--- src/rtl/move_player.sv ---
// -----------------------------------------------------------------------------
// move_player
//
// Drains 2-bit move codes from an external queue and hands them one at a time
// to a downstream consumer over a valid/ready handshake. After the queue runs
// dry the player parks in DONE. From there it can be restarted, or it can ask
// the queue to recover its read pointer and replay the same moves.
//
// Parameters
//   CNT_W       width of move_count (saturating delivered-move counter)
//
// Ports
//   clk         single clock, all state changes on its rising edge
//   rst         synchronous active-high reset
//   start       one-cycle request to begin draining (IDLE/DONE only)
//   replay      in DONE: recover the queue and play it back again
//   q_empty     queue empty flag (registered inside the queue)
//   q_dout      queue read data, valid the cycle after a dequeue strobe
//   q_dequeue   dequeue strobe to the queue
//   q_recover   recover strobe to the queue
//   move_valid  move_dir holds a move not yet accepted
//   move_ready  consumer accepts the move on an edge where both are high
//   move_dir    move code: 00 up, 01 right, 10 down, 11 left
//   move_count  moves delivered since the last start or replay
//   busy        high in every state other than IDLE and DONE
//   done        high only in DONE
// -----------------------------------------------------------------------------
module move_player #(
    parameter int CNT_W = 9
) (
    input  logic             clk,
    input  logic             rst,
    input  logic             start,
    input  logic             replay,
    input  logic             q_empty,
    input  logic [1:0]       q_dout,
    output logic             q_dequeue,
    output logic             q_recover,
    output logic             move_valid,
    input  logic             move_ready,
    output logic [1:0]       move_dir,
    output logic [CNT_W-1:0] move_count,
    output logic             busy,
    output logic             done
);

    typedef enum logic [2:0] {
        IDLE,
        REQ,
        CAPT,
        SEND,
        RCV,
        RWAIT1,
        RWAIT2,
        DONE
    } state_t;

    state_t           state_reg;
    logic [1:0]       dir_reg;
    logic [CNT_W-1:0] count_reg;
    logic             recover_reg;
    logic             valid_reg;
    logic             busy_reg;
    logic             done_reg;

    localparam logic [CNT_W-1:0] COUNT_MAX = {CNT_W{1'b1}};

    // Every output except q_dequeue is a flop loaded alongside the state
    // transition, so it changes exactly when the state does.
    always_ff @(posedge clk) begin
        if (rst) begin
            state_reg   <= IDLE;
            dir_reg     <= 2'b00;
            count_reg   <= '0;
            recover_reg <= 1'b0;
            valid_reg   <= 1'b0;
            busy_reg    <= 1'b0;
            done_reg    <= 1'b0;
        end else begin
            case (state_reg)
                IDLE, DONE: begin
                    // start outranks replay when both arrive in DONE
                    if (start) begin
                        state_reg <= REQ;
                        count_reg <= '0;
                        busy_reg  <= 1'b1;
                        done_reg  <= 1'b0;
                    end else if (state_reg == DONE && replay) begin
                        state_reg   <= RCV;
                        count_reg   <= '0;
                        recover_reg <= 1'b1;
                        busy_reg    <= 1'b1;
                        done_reg    <= 1'b0;
                    end
                end

                REQ: begin
                    if (q_empty) begin
                        state_reg <= DONE;
                        busy_reg  <= 1'b0;
                        done_reg  <= 1'b1;
                    end else begin
                        state_reg <= CAPT;
                    end
                end

                // q_dout became valid this cycle because the dequeue was
                // issued in REQ on the previous edge.
                CAPT: begin
                    dir_reg   <= q_dout;
                    state_reg <= SEND;
                    valid_reg <= 1'b1;
                end

                SEND: begin
                    if (move_ready) begin
                        if (count_reg != COUNT_MAX) begin
                            count_reg <= count_reg + CNT_W'(1);
                        end
                        valid_reg <= 1'b0;
                        state_reg <= REQ;
                    end
                end

                RCV: begin
                    recover_reg <= 1'b0;
                    state_reg   <= RWAIT1;
                end

                // Two quiet cycles give the queue time to settle q_empty
                // after the pointer recovery before REQ samples it.
                RWAIT1: state_reg <= RWAIT2;
                RWAIT2: state_reg <= REQ;

                default: begin
                    state_reg   <= IDLE;
                    recover_reg <= 1'b0;
                    valid_reg   <= 1'b0;
                    busy_reg    <= 1'b0;
                    done_reg    <= 1'b0;
                end
            endcase
        end
    end

    // The dequeue must be decided in the same cycle q_empty is seen, so it
    // is decoded from the state register rather than registered itself.
    // Gating with q_empty guarantees no dequeue of an empty queue.
    assign q_dequeue  = (state_reg == REQ) && !q_empty;
    assign q_recover  = recover_reg;
    assign move_valid = valid_reg;
    assign move_dir   = dir_reg;
    assign move_count = count_reg;
    assign busy       = busy_reg;
    assign done       = done_reg;

endmodule

--- config.mk ---
export PLATFORM = sky130hd
export DESIGN_NAME = move_player
export DESIGN_NICKNAME = d
export VERILOG_FILES = /design/src/rtl/move_player.sv
export SDC_FILE = /design/constraint.sdc
export NUM_CORES = 1
export LEC_CHECK = 0
export BUFFER_PORTS_ARGS = -buffer_cell sky130_fd_sc_hd__buf_2
export CORE_MARGIN = 2
export CORE_UTILIZATION = 45
export CTS_BUF_LIST = sky130_fd_sc_hd__clkbuf_4
export CTS_CLUSTER_SIZE = 25
export DETAILED_ROUTE_END_ITERATION = 8
export PLACE_DENSITY_LB_ADDON = 0.1
export SYNTH_ARGS = -nofsm -noshare
export SYNTH_HDL_FRONTEND = slang
export SYNTH_SLANG_ARGS = --single-unit
--- constraint.sdc ---
create_clock -name clk -period 3.5 [get_ports clk]
set_input_delay 0.35 -clock clk [delete_from_list [all_inputs] [get_ports clk]]
set_output_delay 0.35 -clock clk [all_outputs]
set_load 0.01 [all_outputs]
# [Yosys cells after proc, flatten, opt, wreduce, memory -nomap -nowiden]
# Cells that the tools add are included.
[classes] n_addsub=1 n_eq_ne=14 mux=22 n_reduce_logical=14
[ops] operator="9-bit two-way mux" n=4
[ops] operator="3-bit case mux with 7 select lines" n=1
[ops] operator="9-bit case mux with 2 select lines" n=1
[ops] operator="3-bit == test (second input constant)" n=4
[ops] operator="3-bit two-way mux" n=4
[ops] operator="2-bit != test (second input constant)" n=5
[ops] operator="9-bit by 1-bit adder with 9-bit output (second input constant)" n=1
[ops] operator="9-bit != test (second input constant)" n=1
[ops] operator="1-bit two-way mux" n=8
[ops] operator="1-bit case mux with 2 select lines" n=4
[ops] operator="2-bit nonzero test" n=4
[ops] operator="3-bit by 2-bit == test with 1-bit output (second input constant)" n=2
[ops] operator="3-bit AND reduction" n=2
[ops] operator="2-bit AND reduction" n=2
[ops] operator="4-bit AND reduction" n=1
[ops] operator="3-bit by 1-bit == test with 1-bit output (second input constant)" n=1
[ops] operator="3-bit zero test" n=1
[ops] operator="3-bit != test (second input constant)" n=1
[ops] operator="1-bit logical AND" n=2
[ops] operator="2-bit OR reduction" n=1
[ops] operator="1-bit zero test" n=1
[word_totals] regBits=18 input_bits=8 output_inout_bits=16 elab_cells=58

# [Logic depth before layout (Yosys ltp)]
[logic_depth] word_depth=5 ltp_mapped=8 mapped_depth_nobuf=7

# [Least setup slack after synthesis]
# Ideal clock, no wire load.
[synth_timing] path_type="register to register" from="register count_reg[0], in the netlist move_count[0]" to="register count_reg[4], in the netlist move_count[4]" setup_ns=0.091 t_arrival_ns=1.715 required_ns=3.409 slack_ns=1.694 stages_incl_launch_ff=8 path_buffers=0 synth_period_minus_slack_ns=1.806 cell_sequence="dfxtp_1 -> ha_1 -> nand3_1 -> nor3_1 -> ha_1 -> nor2b_1 -> o31ai_4 -> a311oi_1"
[synth_via] elab_chain_len=4 elab_cells_between_ends=7 classes_between="1 x add/sub; 2 x eq/ne; 3 x mux; 1 x reduce/logical"
[synth_rtl] item="from (decl)" line_no="60" rtl="logic [CNT_W-1:0] count_reg;"
[synth_rtl] item="from (signal assigned)" line_no="118" rtl="count_reg <= count_reg + CNT_W'(1);"
[synth_rtl] item="9-bit by 1-bit adder with 9-bit output" line_no="118"
[synth_rtl] item="9-bit two-way mux" line_no="117" rtl="if (count_reg != COUNT_MAX) begin"
[synth_rtl] item="9-bit two-way mux" line_no="116" rtl="if (move_ready) begin"
[synth_rtl] item="9-bit case mux with 2 select lines" line_no="80" rtl="case (state_reg)"
# Several ways; a longest one is shown, not always the timed one. The select of a mux whose other input is x is not followed.
# A chain may end at the register's enable or synchronous reset.

# [Final worst setup path]
[layout_timing] from="register count_reg[0], in the netlist move_count[0]" to="register count_reg[7], in the netlist move_count[7]"
# Same word-level chain as after synthesis.

==> out/qor_table.md <==
| Item | Reported |
|:---|:---|
| Outcome | complete, no violations |
| Area inside the core boundary | 0.00215 mm^2 |
| Global-route wire length before repair | 3740 um |
| Num CTS Buffers | 3 |
| Clock sink count | 18 |
| Yosys warning total | 0 |
| Total of hold buffers inserted after clock tree synthesis | 0 |
| PortBufs | 23 |
| Clock-pin slew on the worst setup and hold paths | 0.11 ns |
| Data arrival time at the worst-slack endpoint | 2.46 ns |
| Reg-to-reg endpoint | move_count[7] |
| Routing usage on met1 | 23.4% |
| Clock Tree Buf Depth | 2 |
| GRT Residual Overflow | 0 |
| Part of the Yosys area used for sequential elements | 36.2% |
| CTS-repair resized insts | 0 |
| Final max-slew violation count | 0 |
| Post-Syn Nets | 128 |
| Yosys top cell area share | 36.2% |
| Mapped Area | 995 um^2 |
| Number of cells in the design after placement | 161 |
| Achievable clock frequency | 446 MHz |
| CTS H-tree lvls | 1 |
| Count of antenna diodes in the layout | 0 |
| Final hold violations | 0 |
| Count of pins on the block boundary | 24 |
| Post-route cell area | 0.00113 mm^2 |
| All-layer global routing usage | 18.7% |
| Type of the worst setup path | reg -> reg |
| Most frequent CP cell | sky130_fd_sc_hd__ha_1 |
| Total power divided by cell area | 363 mW/mm^2 |
| Post-detailed-placement cell area | 0.00111 mm^2 |
| Avg Inst Size Synth | 8.43 um^2 |
| Clock Root Buffer | sky130_fd_sc_hd__clkbuf_4 |
| Reg-to-reg slack, setup | 1.26 ns |
| Vias in the first global route | 868 |
| Worst max-slew margin expressed relative to the limit | 53.4% |
| Share of post-route cells with drive strength above 1 | 21.2% |
| Finished Layout Cells | 165 |
| Largest area contributor in the netlist | sky130_fd_sc_hd__dfxtp_1 |
| Most area-consuming cells after synthesis | sky130_fd_sc_hd__dfxtp_1, sky130_fd_sc_hd__nand3_1, sky130_fd_sc_hd__nand2_1 |
| Worst Path Max Fanout | 11 |
| Antenna-violating nets left | 0 |
| Startpoint types | flop |
| Ys async rst share | 0% |
| Detailed-router iteration count before antenna repair | 4 |
| Worst-path cell with the longest stage delay | sky130_fd_sc_hd__nor2b_1 |
| Met2 global-route usage | 31.4% |
| Met3 Use GR | 2.92% |
| Max_cap viols | 0 |
| Type of destination of the critical path | flop |
| DR vias | 953 |
| Final Critical Period | 2.24 ns |
| Hold WC Path Type | in -> reg |
| Largest register FFs | 9 |
| Worst reg2reg startpoint | move_count[0] |
| Sum of net half-perimeters after detailed placement | 1570 um |
| Worst endpoint required time | 3.72 ns |
| Initial antenna violation count | 0 |
| Setup slack after placement | 1.29 ns |
| Effective utilization at floorplan | 46.3% |
| Setup Fix Bufs, Post-CTS | 0 |
| Remaining DRCs | 0 |
| Die area | 0.00260 mm^2 |
| Synth-to-Final Area Change | 14.1% |
| Library cell with the highest instance count after synthesis | sky130_fd_sc_hd__dfxtp_1 |
| Top cells by instance count after synthesis | sky130_fd_sc_hd__dfxtp_1, sky130_fd_sc_hd__nand2_1, sky130_fd_sc_hd__nand3_1 |
| Number of nets at the end of the flow | 148 |
| Total wire length | 2140 um |
| Height of the chip | 51.0 um |
| Final setup violation count | 0 |
| Clock latency reported for the late side of the worst-skew pair | 0.30 ns |
| Dominant synthesized flop cell | sky130_fd_sc_hd__dfxtp_1 |
| Biggest cell delay along the critical path | 0.56 ns |
| Top Usage Layer GRT | met2 |
| CP cell instances | ha_1 > nand3_1 > nor3_1 > ha_1 > nor2b_1 > or4bb_1 > o221ai_1 |
| Max rail drop VDD | 0.236 mV |
| FP Rows | 17 |
| TritonCTS clock tree | done |
| Flip-flop and latch count after synthesis | 18 |
| Starting DRT DRC Count | 6 |
| Cell count after synthesis | 118 |
| Die width | 51.0 um |
| Largest net degree at the start of global routing | 19 |
| Avg WL per Cell | 12.9 um |
| P_leak | 0.464 nW |
| Portion of the clock cycle consumed by the worst path in the final layout | 64.1% |
| Skew final | 0.00921 ns |
| Setup repair after global routing missed its margin | false |
| Setup Total Neg Slack | 0 ns |
| Worst reg-to-reg path cell count | 7 |
| Weighted congestion at the end of routability-driven global placement | 0.867 |
| Endpoint of the worst setup timing path | move_count[7] |
| Transition time at the pin with the least slew margin | 0.697 ns |
| Critical path origin | move_count[0] |
| Worst setup slack after layout | 1.26 ns |
| Via count normalized by instance count | 5.78 |
| Number of flops mapped to enable cells by yosys | 0 |
| Count of distinct cell types in the synthesized netlist | 41 |
==> worst min-delay path by stage <==
stage / endpoint / cells after the start / startpoint / slack, ns
floorplan: done / 2 / done / 0.49
global placement: done / 2 / done / 0.46
detailed placement: done / 2 / done / 0.47
CTS: move_dir[1] / 3 / q_dout[1] / 0.30
global route: move_dir[1] / 3 / q_dout[1] / 0.30
finish: move_dir[1] / 3 / q_dout[1] / 0.30
==> cells in the final DEF, fill, tap and decap left out, types with 2 or more instances in the layout <==
cell type                   Yosys  routed
sky130_fd_sc_hd__a31oi_1        2       2
sky130_fd_sc_hd__nor2b_1        4       4
sky130_fd_sc_hd__a41oi_1        2       2
sky130_fd_sc_hd__o21ai_0        6       6
sky130_fd_sc_hd__o311ai_0       2       2
sky130_fd_sc_hd__a21oi_1        6       6
sky130_fd_sc_hd__buf_2          5      23
sky130_fd_sc_hd__and3_1         2       2
sky130_fd_sc_hd__and2_1         2       2
sky130_fd_sc_hd__nor2_1         7       7
sky130_fd_sc_hd__clkbuf_4       0       3
sky130_fd_sc_hd__dfxtp_1       18      18
sky130_fd_sc_hd__inv_1          5       5
sky130_fd_sc_hd__ha_1           2       2
sky130_fd_sc_hd__nor3b_1        2       2
sky130_fd_sc_hd__and3b_1        2       2
sky130_fd_sc_hd__o2111ai_1      2       2
sky130_fd_sc_hd__a311oi_1       4       4
sky130_fd_sc_hd__nand2_1       10      10
sky130_fd_sc_hd__nand3_1       10      10
sky130_fd_sc_hd__mux2i_1        2       2
==> per-layer routing <==
metal  share of wire (%)  vias to the layer above
li1                    -                      489
met1                  47                      441
met2                  48                       19
met3                 3.8                        4
met4                 1.2                        0
met5                   0                        -
==> cell type report <==
| class | instances | area (um^2) |
|---|---|---|
| fillers | 219 | 1010 |
| well taps | 28 | 35.0 |
| repair buffers | 23 | 115 |
| inverters | 5 | 18.8 |
| multi-input cells | 87 | 579 |
| clock inverters | 1 | 3.75 |
| clock buffers | 3 | 22.5 |
| flip-flops and latches | 18 | 360 |
==> stage by stage <==
stage	total power, mW	util (%)	hold slack [ns]
after floorplan	0.291	-	0.492
after global placement	0.310	51.6	0.458
after detailed placement	0.311	51.6	0.472
after CTS	0.417	52.8	0.302
after global routing	0.438	52.8	0.297
final	0.412	52.8	0.303
==> power breakdown <==
part / switching (mW) / internal, mW / leakage (nW)
Sequential: 0.0170 / 0.215 / 0.146
Clock: 0.0649 / 0.0415 / 0.0154
Combinational: 0.0436 / 0.0302 / 0.303
==> kinds of logic after synthesis <==
family | Yosys count | share of synthesized area (%)
simple gates | 49 | 28.2
compound gates | 34 | 25.5
flops | 18 | 36.2
buf+inv | 13 | 5.53
mux | 2 | 2.01
fa+ha+maj | 2 | 2.52
==> worst max-delay path: cells and delay by family, from the launching register on <==
kind            cells  cell delay [ns]
simple gates        4             1.22
fa+ha+maj           2             0.44
flops               1             0.37
compound gates      1             0.14
Power figures use the tool's default switching activity.
